### config.mk
export PLATFORM = sky130hd
export DESIGN_NAME = seq_decimal_display_flat
export DESIGN_NICKNAME = d
export VERILOG_FILES = /design/src/rtl/seq_decimal_display_if.sv /design/src/rtl/seq_decimal_display.sv /design/src/flat_wrapper.sv
export SDC_FILE = /design/constraint.sdc
export NUM_CORES = 1
export LEC_CHECK = 0
export ABC_AREA = 1
export CORE_ASPECT_RATIO = 0.6
export CORE_MARGIN = 4
export CORE_UTILIZATION = 35
export DETAILED_ROUTE_END_ITERATION = 8
export PLACE_DENSITY = 0.63
export REMOVE_ABC_BUFFERS = 1
export SLEW_MARGIN = 15
export SYNTH_ARGS = -nofsm -noshare
export SYNTH_HDL_FRONTEND = slang
export SYNTH_SLANG_ARGS = --single-unit
### constraint.sdc
create_clock -name clk -period 3.9 [get_ports clk]
set_input_delay 0.78 -clock clk [delete_from_list [all_inputs] [get_ports clk]]
set_output_delay 0.78 -clock clk [all_outputs]
set_load 0.01 [all_outputs]
### src/rtl/seq_decimal_display_if.sv
// rtl/seq_decimal_display_if.sv - request/result bundle for seq_decimal_display
interface seq_decimal_display_if #(
    parameter int WIDTH  = 16,
    parameter int DIGITS = 5
);
    logic                start;
    logic [WIDTH-1:0]    value;
    logic                hex_mode;
    logic                blank_lz;
    logic                busy;
    logic                done;
    logic [4*DIGITS-1:0] bcd;
    logic                neg;
    logic                overflow;
    logic [7*DIGITS-1:0] seg;
    logic [6:0]          neg_seg;

    modport master (output start, value, hex_mode, blank_lz,
                    input  busy, done, bcd, neg, overflow, seg, neg_seg);
    modport slave  (input  start, value, hex_mode, blank_lz,
                    output busy, done, bcd, neg, overflow, seg, neg_seg);
endinterface

### src/rtl/seq_decimal_display.sv
// rtl/seq_decimal_display.sv - sequential binary to decimal/hex converter with 7-segment drive
module seq_decimal_display #(
    parameter int WIDTH  = 16,
    parameter int DIGITS = 5,
    parameter int SIGNED = 1
) (
    input  logic                 clk,
    input  logic                 rst,
    seq_decimal_display_if.slave io
);
    localparam int CW   = $clog2(WIDTH + 1);
    localparam int EXTW = (4 * DIGITS > WIDTH) ? 4 * DIGITS : WIDTH;
    localparam logic [6:0] SEG_BLANK = 7'b1111111;
    localparam logic [6:0] SEG_DASH  = 7'b0111111;

    typedef enum logic [1:0] {IDLE, SHIFT, LOAD} state_t;

    state_t              state_q, state_d;
    logic [CW-1:0]       cnt_q, cnt_d;
    logic [WIDTH-1:0]    bin_q, bin_d;
    logic [4*DIGITS-1:0] work_q, work_d;
    logic                ovf_q, ovf_d;
    logic                neg_cap_q, neg_cap_d;
    logic                blank_cap_q, blank_cap_d;
    logic [4*DIGITS-1:0] bcd_q, bcd_d;
    logic                neg_q, neg_d;
    logic                overflow_q, overflow_d;
    logic [7*DIGITS-1:0] seg_q, seg_d;

    logic                neg_in;
    logic [WIDTH-1:0]    mag;
    logic [EXTW-1:0]     value_ext;
    logic [4*DIGITS-1:0] adj, step_work;
    logic [WIDTH-1:0]    step_bin;
    logic                step_carry;
    logic                load_en, src_neg, src_ovf, src_blank;
    logic [4*DIGITS-1:0] src_bcd;

    function automatic logic [6:0] seg7(input logic [3:0] n);
        case (n)
            4'h0: seg7 = 7'b1000000;  4'h1: seg7 = 7'b1111001;
            4'h2: seg7 = 7'b0100100;  4'h3: seg7 = 7'b0110000;
            4'h4: seg7 = 7'b0011001;  4'h5: seg7 = 7'b0010010;
            4'h6: seg7 = 7'b0000010;  4'h7: seg7 = 7'b1111000;
            4'h8: seg7 = 7'b0000000;  4'h9: seg7 = 7'b0010000;
            4'hA: seg7 = 7'b0001000;  4'hB: seg7 = 7'b0000011;
            4'hC: seg7 = 7'b1000110;  4'hD: seg7 = 7'b0100001;
            4'hE: seg7 = 7'b0000110;  default: seg7 = 7'b0001110;
        endcase
    endfunction

    // Scan from the top digit; 'lead' stays set while only zeros have been seen.
    function automatic logic [7*DIGITS-1:0] format_seg(input logic [4*DIGITS-1:0] d,
                                                        input logic ovf, input logic blank);
        logic                lead;
        logic [7*DIGITS-1:0] r;
        lead = blank;
        r    = '1;
        for (int k = DIGITS - 1; k >= 0; k--) begin
            if (d[4*k +: 4] != 4'h0) lead = 1'b0;
            if (ovf)                 r[7*k +: 7] = SEG_DASH;
            else if (lead && k != 0) r[7*k +: 7] = SEG_BLANK;
            else                     r[7*k +: 7] = seg7(d[4*k +: 4]);
        end
        return r;
    endfunction

    assign neg_in    = (SIGNED != 0) && io.value[WIDTH-1];
    assign mag       = neg_in ? (~io.value + 1'b1) : io.value;
    assign value_ext = EXTW'(io.value);

    always_comb begin
        adj = work_q;
        for (int k = 0; k < DIGITS; k++) begin
            if (work_q[4*k +: 4] >= 4'd5) adj[4*k +: 4] = work_q[4*k +: 4] + 4'd3;
        end
        {step_carry, step_work, step_bin} = {adj, bin_q, 1'b0};
    end

    always_comb begin
        state_d     = state_q;
        cnt_d       = cnt_q;
        bin_d       = bin_q;
        work_d      = work_q;
        ovf_d       = ovf_q;
        neg_cap_d   = neg_cap_q;
        blank_cap_d = blank_cap_q;
        bcd_d       = bcd_q;
        neg_d       = neg_q;
        overflow_d  = overflow_q;
        seg_d       = seg_q;
        load_en     = 1'b0;
        src_bcd     = step_work;
        src_neg     = neg_cap_q;
        src_ovf     = ovf_q | step_carry;
        src_blank   = blank_cap_q;
        case (state_q)
            IDLE: begin
                if (io.start) begin
                    blank_cap_d = io.blank_lz;
                    cnt_d       = '0;
                    work_d      = '0;
                    ovf_d       = 1'b0;
                    bin_d       = mag;
                    neg_cap_d   = neg_in;
                    if (io.hex_mode) begin
                        state_d   = LOAD;
                        load_en   = 1'b1;
                        src_bcd   = value_ext[4*DIGITS-1:0];
                        src_neg   = 1'b0;
                        src_ovf   = 1'b0;
                        src_blank = io.blank_lz;
                    end else begin
                        state_d = SHIFT;
                    end
                end
            end
            SHIFT: begin
                work_d = step_work;
                bin_d  = step_bin;
                ovf_d  = ovf_q | step_carry;
                cnt_d  = cnt_q + 1'b1;
                // Results are registered on entry to LOAD so they are visible alongside done.
                if (cnt_q == CW'(WIDTH - 1)) begin
                    state_d = LOAD;
                    load_en = 1'b1;
                end
            end
            LOAD:    state_d = IDLE;
            default: state_d = IDLE;
        endcase
        if (load_en) begin
            bcd_d      = src_bcd;
            neg_d      = src_neg;
            overflow_d = src_ovf;
            seg_d      = format_seg(src_bcd, src_ovf, src_blank);
        end
    end

    always_ff @(posedge clk or posedge rst) begin
        if (rst) begin
            state_q     <= IDLE;
            cnt_q       <= '0;
            bin_q       <= '0;
            work_q      <= '0;
            ovf_q       <= 1'b0;
            neg_cap_q   <= 1'b0;
            blank_cap_q <= 1'b0;
            bcd_q       <= '0;
            neg_q       <= 1'b0;
            overflow_q  <= 1'b0;
            seg_q       <= '1;
        end else begin
            state_q     <= state_d;
            cnt_q       <= cnt_d;
            bin_q       <= bin_d;
            work_q      <= work_d;
            ovf_q       <= ovf_d;
            neg_cap_q   <= neg_cap_d;
            blank_cap_q <= blank_cap_d;
            bcd_q       <= bcd_d;
            neg_q       <= neg_d;
            overflow_q  <= overflow_d;
            seg_q       <= seg_d;
        end
    end

    assign io.busy     = (state_q != IDLE);
    assign io.done     = (state_q == LOAD);
    assign io.bcd      = bcd_q;
    assign io.neg      = neg_q;
    assign io.overflow = overflow_q;
    assign io.seg      = seg_q;
    assign io.neg_seg  = neg_q ? SEG_DASH : SEG_BLANK;
endmodule

### src/flat_wrapper.sv
// flat-port wrapper written by rule: the top's interface ports become plain ports
module seq_decimal_display_flat 
#(
    parameter int WIDTH  = 16,
    parameter int DIGITS = 5,
    parameter int SIGNED = 1
)
  (clk, rst, io_start, io_value, io_hex_mode, io_blank_lz, io_busy, io_done, io_bcd, io_neg, io_overflow, io_seg, io_neg_seg);
  seq_decimal_display_if #(.WIDTH(WIDTH), .DIGITS(DIGITS)) io_i ();
  input  logic clk;
  input  logic rst;
  input wire logic [$bits(io_i.start)-1:0] io_start;
  input wire logic [$bits(io_i.value)-1:0] io_value;
  input wire logic [$bits(io_i.hex_mode)-1:0] io_hex_mode;
  input wire logic [$bits(io_i.blank_lz)-1:0] io_blank_lz;
  output wire logic [$bits(io_i.busy)-1:0] io_busy;
  output wire logic [$bits(io_i.done)-1:0] io_done;
  output wire logic [$bits(io_i.bcd)-1:0] io_bcd;
  output wire logic [$bits(io_i.neg)-1:0] io_neg;
  output wire logic [$bits(io_i.overflow)-1:0] io_overflow;
  output wire logic [$bits(io_i.seg)-1:0] io_seg;
  output wire logic [$bits(io_i.neg_seg)-1:0] io_neg_seg;
  assign io_i.start = io_start;
  assign io_i.value = io_value;
  assign io_i.hex_mode = io_hex_mode;
  assign io_i.blank_lz = io_blank_lz;
  assign io_busy = io_i.busy;
  assign io_done = io_i.done;
  assign io_bcd = io_i.bcd;
  assign io_neg = io_i.neg;
  assign io_overflow = io_i.overflow;
  assign io_seg = io_i.seg;
  assign io_neg_seg = io_i.neg_seg;
  seq_decimal_display #(.WIDTH(WIDTH), .DIGITS(DIGITS), .SIGNED(SIGNED)) u_core (.clk(clk), .rst(rst), .io(io_i));
endmodule
==> flow_summary.json, run 1 <==
{
  "start_kind": "primary input",
  "max-vdd-ir-drop_uv": 374.9,
  "grt_usage": 0.1708,
  "slew_viol_final": 0,
  "synth_async_sr_flop_share": 1.000,
  "nNetsFinal": 1027,
  "finalSetupTns_ns": 0,
  "clkLatencyLatePin_ns": 0.35,
  "std_cell_rows": 38,
  "floorplan.initialDensity": 0.3606,
  "cts-root-buf": "clkbuf_16",
  "post_cts_buffers": 0,
  "slew_headroom": 0.4805,
  "synth_top_area_frac": 0.2578,
  "critPathArrivalTime_ns": 3.21,
  "worstPathRequired_ns": 4.19,
  "outcome": "finished clean",
  "synth_edf_count": 0,
  "skew_ns": 0.01103,
  "synth_top_cells_by_area": "dfrtp_1 (26%), dfstp_2 (14%), nand2_1 (13%)",
  "ys_ff_latch": 103,
  "vias_per_cell": 5.012,
  "drive_above_1_share": 0.1080,
  "finalHoldViolations": 0,
  "drc": 0,
  "grt_remaining_overflow": 0,
  "hold_buffers": 0,
  "max_freq_ghz": 0.3416,
  "utilization": 0.4343,
  "powerDensity_nw_per_um2": 858.2,
  "routed-wl-met3_um": 1354,
  "grt_pass1_wl_um": 29330,
  "clock_sinks": 103,
  "layout_min_cycle_time_ns": 2.927,
  "ys_top_cells_by_count": "nand2_1 (228), nor2_1 (103), nand3_1 (92), inv_1 (89), o21ai_0 (69)",
  "crit_type": "primary input to flop",
  "ys_warn_count": 0,
  "total_leakage_power_nw": 3.802,
  "drt-pass1-iter-count": 5,
  "cts_resized": 0,
  "drt-initial-drc-count": 461,
  "cts_tree": "built",
  "cts.clk_slew.worst_paths_ns": 0.07,
  "ios": 87,
  "grt_max_degree": 57,
  "htree_num_levels": 3,
  "grt_antenna_before_repair": 0,
  "yosysUniqueCellTypes": 45,
  "synth_most_common_cell": "nand2_1",
  "synth_cells": 891,
  "routed.top_layer": "met4",
  "endpoint_kind": "flop",
  "core_sq_um": 18310,
  "netlist_area_sq_um": 6600,
  "via_count": 6075,
  "cts_buffer_depth": 2,
  "avgSynthCellArea_sq_um": 7.407,
  "m1WireLength_um": 9343,
  "cts_buffers": 9,
  "yosysSeqAreaShare": 0.3972,
  "grt_pass1_vias": 5566,
  "portBuffers": 80,
  "die_y_um": 114.4,
  "drtAntennaViolNets": 0,
  "die-area_sq_um": 21190,
  "dpl.hpwl_um": 12930,
  "antenna_cells": 0,
  "die_x_um": 185.3,
  "setup_viol": 0,
  "worst_slew_pin_slew_ns": 0.7741,
  "wire_per_inst_um": 14.69,
  "fin_crit_sh": 0.7506,
  "yosys.area.top_type": "dfrtp_1",
  "crit_fanout": 18,
  "rsz0062_at_grt": "no",
  "gp_congestion": 0.8827,
  "ys.flop_type": "dfrtp_1",
  "cap_violations": 0,
  "hp-class": "flop to flop",
  "area_growth_pct": 20.45,
  "wl_met2_um": 7050,
  "drt_wl_total_um": 17800
}
flip-flops by register name, indices dropped and copies added, names as in the netlist:
signal	flops
u_core.io.seg	35
u_core.io.bcd	20
u_core.work_q	20
u_core.bin_q	16
u_core.cnt_q	5
u_core.state_q	2
u_core.blank_cap_q	1
u_core.io.neg	1
u_core.io.overflow	1
u_core.neg_cap_q	1
u_core.ovf_q	1
area by class of cell:
type                            count  area [sq um]
Sequential cell                   103          2621
Inverter                           98         370.4
Clock inverter                      3         42.54
Tap cell                          240         300.3
Fill cell                        1869         10350
Multi-Input combinational cell    663          3452
Timing Repair Buffer               92         903.4
Clock buffer                       13         260.3
layout by cell type (no fill, tap or decap), types with 10 or more instances in the layout:
cell / netlist / final
a21oi_1: 17 / 17
a22oi_1: 11 / 11
buf_4: 7 / 11
clkdlybuf4s50_1: 0 / 80
dfrtp_1: 68 / 68
dfstp_2: 35 / 35
ha_1: 39 / 39
inv_1: 89 / 88
nand2_1: 228 / 228
nand2_2: 10 / 10
nand3_1: 92 / 92
nand4_1: 10 / 10
nor2_1: 103 / 103
o21ai_0: 69 / 69
o22ai_1: 12 / 12
power breakdown:
part           switching (mW)  total [mW]  internal [mW]
logic                    2.46        3.96           1.51
registers               0.279        1.92           1.64
clock network           0.408       0.941          0.533
through the flow:
step / total power [mW] / cell area, sq um / setup slack, ns / hold slack, ns / cells
6_report: 6.823 / 7950 / 0.9728 / 0.4701 / 1212
3_5_place_dp: 5.858 / 7647 / 0.6261 / 0.4639 / 1196
3_3_place_gp: 5.833 / 7647 / 0.6693 / 0.4604 / 1196
4_1_cts: 6.833 / 7950 / 0.9931 / 0.4769 / 1212
2_1_floorplan: 4.498 / 6441 / 0.4741 / 0.4455 / 864
5_1_grt: 7.468 / 7950 / 0.7436 / 0.5029 / 1212
worst max-delay path, cell delays in order:
cell and delay (ns):
clkdlybuf4s50_1 0.49, nand2_1 0.05, inv_1 0.08, nand2_4 0.10
inv_2 0.27, nor2_1 0.16, inv_1 0.17, ha_1 0.23
nand2_1 0.07, nor2_1 0.12, nand2_2 0.13, nor2_8 0.20
nand3_4 0.12, nand2_2 0.09, nor2_1 0.04, nor2_1 0.08
routing by layer:
layer,up-vias,global-route usage
li1,3035,-
met1,2836,0.2674
met2,199,0.2368
met3,5,0.04984
met4,0,0.02151
met5,-,0
kinds of logic after synthesis:
logic type,after synthesis,share of synthesized area
buf+inv,130,0.08265
flops,103,0.3972
compound gates,131,0.1118
other cells,1,0.0005682
simple gates,477,0.3204
xor+xnor,9,0.01194
mux,1,0.001517
fa+ha+maj,39,0.07393
worst paths after layout:
| check | slack [ns] | start | endpoint | depth (start not counted) |
|---|---|---|---|---|
| min | 0.47 | u_core.io.seg[20] | u_core.io.seg[20] | 2 |
| max | 0.97 | io_hex_mode | u_core.io.seg[11] | 16 |
| max reg2reg | 1.09 | u_core.work_q[17] | u_core.io.seg[22] | 18 |
| min reg2reg | 0.47 | u_core.io.seg[20] | u_core.io.seg[20] | 2 |
| min in group asynchronous | 0.92 | rst | u_core.io.bcd[14] | 2 |
| max in group asynchronous | 2.22 | rst | u_core.io.seg[31] | 3 |
No activity file was read; power rests on OpenSTA's default activity.
==> run 2: changes to the inputs <==
==> constraint.sdc (replaced) <==
create_clock -name clk -period 2.9 [get_ports clk]
set_input_delay 0.58 -clock clk [delete_from_list [all_inputs] [get_ports clk]]
set_output_delay 0.58 -clock clk [all_outputs]
set_load 0.01 [all_outputs]
==> run 2 against run 1 <==
  * Cell count up 1.3%
  * Flip-flop and latch count unchanged
  * Critical endpoint is now u_core.io.seg[32]
  * Largest cell class unchanged
  * Highest routed layer unchanged
  * Sequential share of layout area shrank 0.52 points
  * Routed wire length down 0.82%
  * Largest power group unchanged
==> flow_summary.json, run 2 (synthesis gave the netlist of run 1 again) <==
{
  "cts-root-buf": "clkbuf_16",
  "place_area_sq_um": 7767,
  "outcome": "finished clean",
  "nNetsFinal": 1043,
  "post_cts_buffers": 0,
  "design_area_sq_um": 8077,
  "utilization": 0.4412,
  "cts_resized": 0,
  "powerDensity_nw_per_um2": 1152,
  "max-vdd-ir-drop_uv": 390.1,
  "die-area_sq_um": 21190,
  "cts_tree": "built",
  "grt_remaining_overflow": 0,
  "portBuffers": 80,
  "worst_slew_pin_slew_ns": 0.6390,
  "wire_per_inst_um": 14.38,
  "cts.clk_slew.worst_paths_ns": 0.07,
  "dpl.hpwl_um": 13300,
  "grt_pass1_wl_um": 29570,
  "worstPathRequired_ns": 3.18,
  "finalHoldViolations": 0,
  "gp_congestion": 0.9209,
  "grt_max_degree": 52,
  "final_common_cell": "nand2_1",
  "antenna_cells": 0,
  "total_leakage_power_nw": 3.884,
  "grt_usage": 0.1711,
  "drt-initial-drc-count": 526,
  "drive_above_1_share": 0.1275,
  "max_freq_ghz": 0.3973,
  "cap_violations": 0,
  "critPathArrivalTime_ns": 2.80,
  "htree_num_levels": 3,
  "endpoint_kind": "flop",
  "ios": 87,
  "slew_viol_final": 0,
  "slew_headroom": 0.5736,
  "finalSetupTns_ns": 0,
  "cts_buffer_depth": 2,
  "fin_crit_sh": 0.8678,
  "clock_sinks": 103,
  "start_kind": "flop",
  "drt-pass1-iter-count": 7,
  "via_count": 6052,
  "hold_buffers": 0,
  "clkLatencyLatePin_ns": 0.35,
  "drc": 0,
  "grt_antenna_before_repair": 0,
  "floorplan.initialDensity": 0.3606,
  "rsz0062_at_grt": "no",
  "drtAntennaViolNets": 0,
  "drt_wl_total_um": 17650,
  "total_power_mw": 9.307,
  "core_sq_um": 18310,
  "die_x_um": 185.3,
  "grt_pass1_vias": 5708,
  "largest_reg_flops": 35,
  "cts_buffers": 9,
  "vias_per_cell": 4.928,
  "crit_type": "flop to flop",
  "final_cell_mix": "nand2_1 (228), nor2_1 (101), nand3_1 (92)",
  "area_growth_pct": 22.37,
  "layout_min_cycle_time_ns": 2.517,
  "hp-class": "flop to flop",
  "std_cell_rows": 38,
  "skew_ns": 0.007817,
  "crit_fanout": 5,
  "die_y_um": 114.4,
  "setup_viol": 0
}
==> run 2: cell count changes in the layout (fill, tap and decap cells not counted), sizes merged <==
cell      before  now
buf           12   28
inv           96   99
clkbuf        13   11
bufinv         1    0
clkinv         3    4
clkinvlp       1    0
==> run 2: layer usage <==
layer  wire length (um)  track usage  up-vias
met5                  0            0        -
li1                   -            -     3059
met2               6952       0.2404      191
met4                 77      0.01955        0
met3               1309      0.03841        9
met1               9315       0.2732     2793
==> run 2: area by class of cell <==
cell class	instances	area (sq um)
Multi-Input combinational cell	663	3461
Tap cell	240	300.3
Fill cell	1799	10230
Clock inverter	5	36.28
Sequential cell	103	2621
Clock buffer	11	264.0
Inverter	98	370.4
Timing Repair Buffer	108	1023
==> run 2: final timing paths <==
check	start	endpoint	slack [ns]	cells past startpoint
worst max-delay path	u_core.work_q[16]	u_core.io.seg[32]	0.38	18
worst min-delay path	u_core.io.seg[20]	u_core.io.seg[20]	0.47	2
worst max register to register	u_core.work_q[16]	u_core.io.seg[32]	0.38	18
worst min register to register	u_core.io.seg[20]	u_core.io.seg[20]	0.47	2
max in group asynchronous	rst	u_core.io.seg[33]	1.64	3
min in group asynchronous	rst	u_core.io.bcd[11]	0.57	2
==> run 2: power by group <==
group          internal, mW  switching [mW]
clock                 0.666           0.578
combinational          2.16            3.31
sequential             2.21           0.386
==> run 2: stage by stage <==
| step | setup slack (ns) | cells | hold WS, ns |
|---|---|---|---|
| finish | 0.3833 | 1228 | 0.4690 |
| global route | 0.07449 | 1228 | 0.4938 |
| CTS | 0.1780 | 1228 | 0.4727 |
| detailed placement | 0.04349 | 1212 | 0.4599 |
| global placement | 0.1253 | 1212 | 0.4633 |
| floorplan | -0.3259 | 864 | 0.4455 |
==> run 2: critical path, stage by stage (launching register included) <==
cell     delay [ns]
dfrtp_1        0.42
inv_1          0.12
ha_1           0.17
inv_1          0.06
o21ai_2        0.19
nand2_1        0.10
nand2_1        0.07
nand2_1        0.08
nor2_2         0.20
inv_1          0.09
ha_1           0.22
nand2_1        0.07
nor2_1         0.04
nand2_2        0.15
nand2_1        0.11
inv_1          0.11
o21ai_0        0.08
nor2_1         0.12
nor2_1         0.05
